<file path="config.mk">
export PLATFORM = sky130hd
export DESIGN_NAME = decode_scoreboard
export DESIGN_NICKNAME = d
export VERILOG_FILES = /design/src/rtl/decode_scoreboard.sv
export SDC_FILE = /design/constraint.sdc
export NUM_CORES = 1
export LEC_CHECK = 0
export CELL_PAD_IN_SITES_DETAIL_PLACEMENT = 1
export CELL_PAD_IN_SITES_GLOBAL_PLACEMENT = 1
export CORE_UTILIZATION = 40
export DETAILED_ROUTE_END_ITERATION = 7
export PLACE_DENSITY = 0.91
export REMOVE_ABC_BUFFERS = 1
export SLEW_MARGIN = 5
export SYNTH_ARGS = -nofsm -noshare
export SYNTH_HDL_FRONTEND = slang
export SYNTH_SLANG_ARGS = --single-unit
</file>
<file path="constraint.sdc">
create_clock -name clk -period 4.85 [get_ports clk]
set_clock_uncertainty 0.2 [all_clocks]
set_input_delay 0.485 -clock clk [delete_from_list [all_inputs] [get_ports clk]]
set_output_delay 0.485 -clock clk [all_outputs]
set_load 0.005 [all_outputs]
</file>
<file path="src/rtl/decode_scoreboard.sv">
// decode_scoreboard: per-register pending-write counters for the LC-3b DE stage.
// A counter rises when a writer issues into AGEX and falls when that writer
// either writes back or is squashed, so the hazard check is independent of
// pipeline depth. Produces dep_stall and the issue strobe (ld_agex).
module decode_scoreboard #(
    parameter int NUM_REGS = 8,
    parameter int RID_W    = $clog2(NUM_REGS),
    parameter int CNT_W    = 2,
    parameter int CC_TRACK = 1
) (
    input  logic                clk,
    input  logic                reset,
    input  logic                de_v,
    input  logic [RID_W-1:0]    de_sr1,
    input  logic                de_sr1_needed,
    input  logic [RID_W-1:0]    de_sr2,
    input  logic                de_sr2_needed,
    input  logic [RID_W-1:0]    de_dr,
    input  logic                de_ld_reg,
    input  logic                de_ld_cc,
    input  logic                de_br_op,
    input  logic                pipe_stall,
    input  logic                wb_v,
    input  logic [RID_W-1:0]    wb_drid,
    input  logic                wb_ld_cc,
    input  logic                kill_v,
    input  logic [RID_W-1:0]    kill_drid,
    input  logic                kill_ld_cc,
    input  logic                flush_all,
    output logic                dep_stall,
    output logic                issue,
    output logic [NUM_REGS-1:0] busy_vec,
    output logic                cc_busy,
    output logic                err
);

    // Ids are decoded over the full 2**RID_W space; ids >= NUM_REGS read as idle.
    localparam int ID_SPACE = 1 << RID_W;
    localparam logic [CNT_W-1:0] CNT_MAX = '1;

    logic [CNT_W-1:0]    r_pend [NUM_REGS];
    logic [CNT_W-1:0]    r_cc_pend;
    logic                r_err;

    logic [ID_SPACE-1:0] w_busy_pad;
    logic [ID_SPACE-1:0] w_full_pad;
    logic                w_cc_busy;
    logic                w_cc_full;
    logic                w_dep_stall;
    logic                w_issue;
    logic [CNT_W-1:0]    w_pend_nxt [NUM_REGS];
    logic [NUM_REGS-1:0] w_uflow;
    logic [CNT_W-1:0]    w_cc_nxt;
    logic                w_cc_uflow;
    logic                w_cc_err;

    // Returns {underflow, next_count}: cur + inc - (dec_a + dec_b), clamped at 0.
    // The MAX check on issue guarantees cur + inc never exceeds CNT_MAX.
    function automatic logic [CNT_W:0] count_step(input logic [CNT_W-1:0] cur,
                                                  input logic inc,
                                                  input logic dec_a,
                                                  input logic dec_b);
        logic [CNT_W+1:0] up;
        logic [CNT_W+1:0] down;
        up   = (CNT_W+2)'(cur) + (CNT_W+2)'(inc);
        down = (CNT_W+2)'(dec_a) + (CNT_W+2)'(dec_b);
        if (down > up) count_step = {1'b1, {CNT_W{1'b0}}};
        else           count_step = {1'b0, CNT_W'(up - down)};
    endfunction

    // Busy/full flags per id, padded to the whole id space.
    always_comb begin
        // NOTE: every signal gets a default before the loop so no path leaves it unassigned (no latch).
        w_busy_pad = '0;
        w_full_pad = '0;
        for (int r = 0; r < NUM_REGS; r++) begin
            w_busy_pad[r] = (r_pend[r] != '0);
            w_full_pad[r] = (r_pend[r] == CNT_MAX);
        end
    end

    assign w_cc_busy = (r_cc_pend != '0);
    assign w_cc_full = (r_cc_pend == CNT_MAX);

    // Hazard check against registered counters only: no same-cycle writeback bypass.
    assign w_dep_stall = de_v & ((de_sr1_needed & w_busy_pad[de_sr1])
                               | (de_sr2_needed & w_busy_pad[de_sr2])
                               | (de_br_op      & w_cc_busy)
                               | (de_ld_reg     & w_full_pad[de_dr])
                               | (de_ld_cc      & w_cc_full));

    assign w_issue = de_v & ~w_dep_stall & ~pipe_stall & ~flush_all;

    // Next count per register from issue, writeback and squash events.
    always_comb begin
        w_uflow = '0;
        for (int r = 0; r < NUM_REGS; r++) begin
            {w_uflow[r], w_pend_nxt[r]} = count_step(r_pend[r],
                                                     w_issue & de_ld_reg & (de_dr == RID_W'(r)),
                                                     wb_v & (wb_drid == RID_W'(r)),
                                                     kill_v & (kill_drid == RID_W'(r)));
        end
    end

    assign {w_cc_uflow, w_cc_nxt} = count_step(r_cc_pend, w_issue & de_ld_cc, wb_ld_cc, kill_ld_cc);

    // Register pending counters; flush_all overrides every event.
    always_ff @(posedge clk or posedge reset) begin
        // NOTE: the counter array is real architectural state, so every entry is reset, not just a valid bit.
        if (reset) begin
            for (int r = 0; r < NUM_REGS; r++) r_pend[r] <= '0;
        end else if (flush_all) begin
            for (int r = 0; r < NUM_REGS; r++) r_pend[r] <= '0;
        end else begin
            // NOTE: non-blocking so every counter updates from the same pre-edge values.
            for (int r = 0; r < NUM_REGS; r++) r_pend[r] <= w_pend_nxt[r];
        end
    end

    generate
        if (CC_TRACK != 0) begin : g_cc
            // CC pending counter, same rules as the register counters.
            always_ff @(posedge clk or posedge reset) begin
                if (reset)          r_cc_pend <= '0;
                else if (flush_all) r_cc_pend <= '0;
                else                r_cc_pend <= w_cc_nxt;
            end
            assign w_cc_err = w_cc_uflow;
        end else begin : g_no_cc
            assign r_cc_pend = '0;
            assign w_cc_err  = 1'b0;
        end
    endgenerate

    // Sticky error: any decrement that would take a counter below zero.
    always_ff @(posedge clk or posedge reset) begin
        if (reset)                       r_err <= 1'b0;
        else if ((|w_uflow) | w_cc_err) r_err <= 1'b1;
    end

    assign dep_stall = w_dep_stall;
    assign issue     = w_issue;
    assign busy_vec  = w_busy_pad[NUM_REGS-1:0];
    assign cc_busy   = w_cc_busy;
    assign err       = r_err;

endmodule
</file>
Word-level counts from Yosys, hierarchy flattened
Index checks and enable logic that the tools add are counted.
{ "classes": {"n_addsub": 27, "order_cmp": 12, "eq_ne": 30, "mux": 17, "bitwise_logic": 43, "n_reduce_logical": 13} }
{ "ops": {"columns": ["op", "count"], "rows": [
  ["3-bit equality test, second input constant", 12],
  ["1-bit AND", 35],
  ["2-bit by 1-bit adder with 3-bit output", 9],
  ["2-bit by 3-bit greater-than comparator with 1-bit output", 9],
  ["3-bit 2-to-1 mux", 9],
  ["1-bit by 1-bit adder with 2-bit output", 9],
  ["2-bit equality test, second input constant", 9],
  ["3-bit by 2-bit equality test with 1-bit output, second input constant", 6],
  ["2-bit nonzero test", 9],
  ["2-bit subtractor", 9],
  ["16-bit 2-to-1 mux", 1],
  ["3-bit by 4-bit less-than comparator with 1-bit output, second input constant", 3],
  ["1-bit binary-select mux with 3-bit select", 3],
  ["3-bit by 1-bit equality test with 1-bit output, second input constant", 3],
  ["3-bit zero test", 3],
  ["8-bit OR reduction", 1],
  ["1-bit OR", 5],
  ["1-bit 2-to-1 mux", 3],
  ["1-bit inverter", 3],
  ["2-bit 2-to-1 mux", 1]
]} }
{ "word_totals": {"register_bits": 19, "word_cells": 152} }

Logic depth before layout (Yosys ltp)
{ "depth": {"word_depth": 20, "ltp_mapped": 15, "ltp_nobuf": 15} }

Worst setup path before layout
Ideal clock, no wire load.
{ "synth_path": {"kind": "in2reg", "startpoint": "in de_dr[0]", "endpoint": "reg r_err, in the netlist err", "t_arrival_ns": 3.121, "setup_slack_ns": 1.393, "stages": 13, "path_buffers": 1, "path_cell_list": "clkbuf_1 mux4_2 o311ai_1 nor3_1 ha_1 ha_1 inv_1 ha_1 nand2b_1 a21oi_1 a22o_1 nor4_1 nand3_1"} }
{ "synth_via": {"elab_chain_cells": 17} }
{ "synth_lines": {"columns": ["element", "line_no", "text"], "rows": [
  ["from (decl)", "18", "input logic [RID_W-1:0] de_dr,"],
  ["1-bit binary-select mux with 3-bit select", "89", "| (de_ld_reg & w_full_pad[de_dr])"],
  ["1-bit 2-to-1 mux (not written as such)", "89", null],
  ["1-bit AND", "89", null],
  ["1-bit OR", "89", null],
  ["1-bit OR", "90", "| (de_ld_cc & w_cc_full));"],
  ["1-bit AND", "86", "assign w_dep_stall = de_v & ((de_sr1_needed & w_busy_pad[de_sr1])"],
  ["1-bit inverter", "92", "assign w_issue = de_v & ~w_dep_stall & ~pipe_stall & ~flush_all;"],
  ["1-bit AND (3 in series)", "92", null],
  ["1-bit AND (2 in series)", "99", "w_issue & de_ld_reg & (de_dr == RID_W'(r)),"],
  ["2-bit by 1-bit adder with 3-bit output", "65", "up = (CNT_W+2)'(cur) + (CNT_W+2)'(inc);"],
  ["2-bit by 3-bit greater-than comparator with 1-bit output", "67", "if (down > up) count_step = {1'b1, {CNT_W{1'b0}}};"],
  ["3-bit 2-to-1 mux", "67", null],
  ["8-bit OR reduction", "138", "else if ((|w_uflow) | w_cc_err) r_err <= 1'b1;"],
  ["1-bit OR (*)", "138", null],
  ["to (signal assigned)", "137", "if (reset) r_err <= 1'b0;"],
  ["to (signal assigned)", "138", null],
  ["to (decl)", "43", "logic r_err;"]
]} }
Mark *: on every way between the ends. The rest lies on a longest branch, timed or not. The select of a mux whose other input is x is not followed.
A chain may end at the register's enable or synchronous reset.

Worst setup path after layout
Ends and elaborated chain as after synthesis.

==> qor.txt <==
Final Max Tran Viols = 0
pwr/cell area = 171 nW/um^2
worst r2r src = r_pend[1]
clk slew on worst S/H paths = 0.07 ns
total track usage = 22.7%
Iteration-0 DRC Markers = 137
Worst Hold Class = reg2reg
CTS Sinks = 19
RD Place Congestion = 0.888
worst skew pair latency = 0.27 ns
YS warnings = 0
Final Non-Filler Cells = 383
most common cell after layout, fill and taps aside = ha_1
PortBufs = 40
WS Path Type = in2reg
RSZ-0062 raised after global routing = no
Detailed Place HPWL = 5340 um
arrival time worst endpoint = 3.97 ns
setup TNS = 0 ns
ANT nets after route = 0
vias in the first global route = 2227
area growth from synthesis to layout = 23.3%
Root Buffer Master = clkbuf_8
DRT Pass-1 Iters = 4
first-pass GRT wire length = 10600 um
initial antenna violation count = 0
sequential share of the synthesized area = 20.9%
worst slew pin tran = 0.741 ns
maximum buffer depth of the clock tree = 2
synthesized instance count = 270
placed insts = 379
minimum clock period = 4.03 ns
worst vdd ir = 0.0000979 V
Total Die Area = 6000 sq um
FP Rows = 27
Worst Setup SP = de_dr[0]
Final Hold Fails = 0
vias per std cell = 5.42
die height = 77.4 um
CP startpoint kind = primary input
Final setup viols = 0
CP max FO = 7
share of layout cells above drive strength 1 = 5.79%
Initial Util = 41.3%
Worst slew margin = 50.5%
Core ar. = 5510 sq um
hold path startpoint = err
vias post-DR = 2074
H-Tree Level Count = 1
CTS Buf Count = 3
Power, Total = 0.000481 W
# diodes = 0
largest net degree at the start of global routing = 20
fin nets = 395
drt wl/cell = 16.2 um
Req. time, crit path = 4.79 ns
Syn Area/Cell = 8.43 sq um
drc violations = 0
flops & latches, synth = 19
CTS Hold Bufs = 0
IO Count = 41
post_cts resized = 0
period utilisation layout = 83.1%
LEAKAGE = 1.32 nW
netlist area before placement = 2280 sq um
Crit. End Element = register
f_max = 248 MHz
Routed WL = 6200 um
Setup Fix Bufs, Post-CTS = 0
Synth cell types = 34
die width = 77.4 um
GRT overflow = 0
TritonCTS clock tree = yes
status = complete, no violations
Max Cap Viol = 0
commonest non-fill, non-tap cells in the layout = ha_1 (54), inv_1 (42), clkdlybuf4s50_1 (40)
[power breakdown]
part / internal [W] / switching [W]
clock network: 0.0000574 / 0.0000564
logic: 0.0000930 / 0.0000973
registers: 0.000166 / 0.0000103
total: 0.000317 / 0.000164
[final cells by class]
type | instances | area [sq um]
Tap cell | 72 | 90.1
Clock inverter | 1 | 5.00
Inverter | 42 | 158
Sequential cell | 19 | 475
Multi-Input combinational cell | 205 | 1630
Clock buffer | 3 | 41.3
Timing Repair Buffer | 41 | 408
Fill cell | 681 | 2700
[cell usage after synthesis]
master | count | area, sq um
a21o_1 | 1 | 7.51
or3_1 | 1 | 6.26
o21a_1 | 1 | 7.51
clkbuf_1 | 2 | 7.51
nor2b_1 | 1 | 6.26
buf_1 | 2 | 7.51
nand2_1 | 25 | 93.8
dfrtp_1 | 19 | 475
or2_2 | 4 | 25.0
mux4_2 | 3 | 67.6
ha_1 | 54 | 676
nor2_1 | 20 | 75.1
nor4b_1 | 3 | 26.3
nor4b_2 | 2 | 30.0
nand3b_1 | 1 | 7.51
o311ai_1 | 1 | 8.76
a2111oi_0 | 1 | 8.76
nor3b_1 | 3 | 22.5
nor3_1 | 23 | 115
nand4_4 | 1 | 21.3
a22oi_1 | 2 | 15.0
nor4_1 | 4 | 25.0
a31oi_2 | 2 | 25.0
xor2_1 | 9 | 78.8
a21oi_1 | 9 | 45.0
a22o_1 | 3 | 26.3
or3b_1 | 1 | 8.76
inv_1 | 42 | 158
or2_1 | 3 | 18.8
a211oi_2 | 1 | 12.5
o21ai_0 | 2 | 10.0
nand3_1 | 4 | 20.0
nand2b_1 | 10 | 62.6
a211oi_1 | 10 | 75.1
[final timing paths]
| kind | cells past startpoint | to | slack (ns) |
|---|---|---|---|
| min in group asynchronous | 2 | r_pend[6] | 0.44 |
| min | 2 | err | 0.34 |
| min reg2reg | 2 | err | 0.34 |
| max | 13 | err | 0.82 |
| max reg2reg | 15 | err | 0.98 |
| max in group asynchronous | 2 | r_pend[12] | 3.54 |
[critical path, stage by stage]
cell and delay (ns):
clkdlybuf4s50_1 0.65, mux4_2 0.55, o311ai_1 0.47, nor3_1 0.11, ha_1 0.22, ha_1 0.29, inv_1 0.05, ha_1 0.32
nand2b_1 0.09, a21oi_1 0.10, a22o_1 0.25, nor4_1 0.28, nand3_1 0.11
[cells by family (layout without fill, tap and decap cells)]
logic type / count (synthesis) / in the layout / synth area share (%)
multiplexers: 3 / 3 / 2.97
AND/OR/NAND/NOR: 106 / 106 / 24.8
adder cells (fa/ha/maj): 54 / 54 / 29.7
XOR/XNOR: 9 / 9 / 3.46
buffers and inverters: 46 / 87 / 7.59
AO/OA/AOI/OAI: 33 / 33 / 10.6
flip-flops: 19 / 19 / 20.9
[state kept, by name, summed over array words and instances, names as in the netlist]
| name | count |
|---|---|
| r_cc_pend | 2 |
| r_pend | 16 |
| err | 1 |
[metal layers]
metal	share of wire [%]	GRT usage, %	wire length [um]	vias to the layer above
li1	-	-	-	1014
met1	43	26.8	2680	980
met2	48	40.2	2980	63
met3	4.8	2.59	296	17
met4	4.0	11.9	246	0
met5	0	0	0	-
[per-stage QoR]
| step | setup slack [ns] | area (sq um) | util [%] | hold slack [ns] |
|---|---|---|---|---|
| 6_report | 0.821 | 2810 | 50.9 | 0.338 |
| 5_1_grt | 0.563 | 2810 | 50.9 | 0.365 |
| 4_1_cts | 0.801 | 2810 | 50.9 | 0.346 |
| 3_5_place_dp | 0.532 | 2760 | 50.1 | 0.332 |
| 3_3_place_gp | 0.573 | 2760 | 50.1 | 0.339 |
| 2_1_floorplan | 1.41 | 2260 | - | 0.236 |
Power figures use the tool's default switching activity.
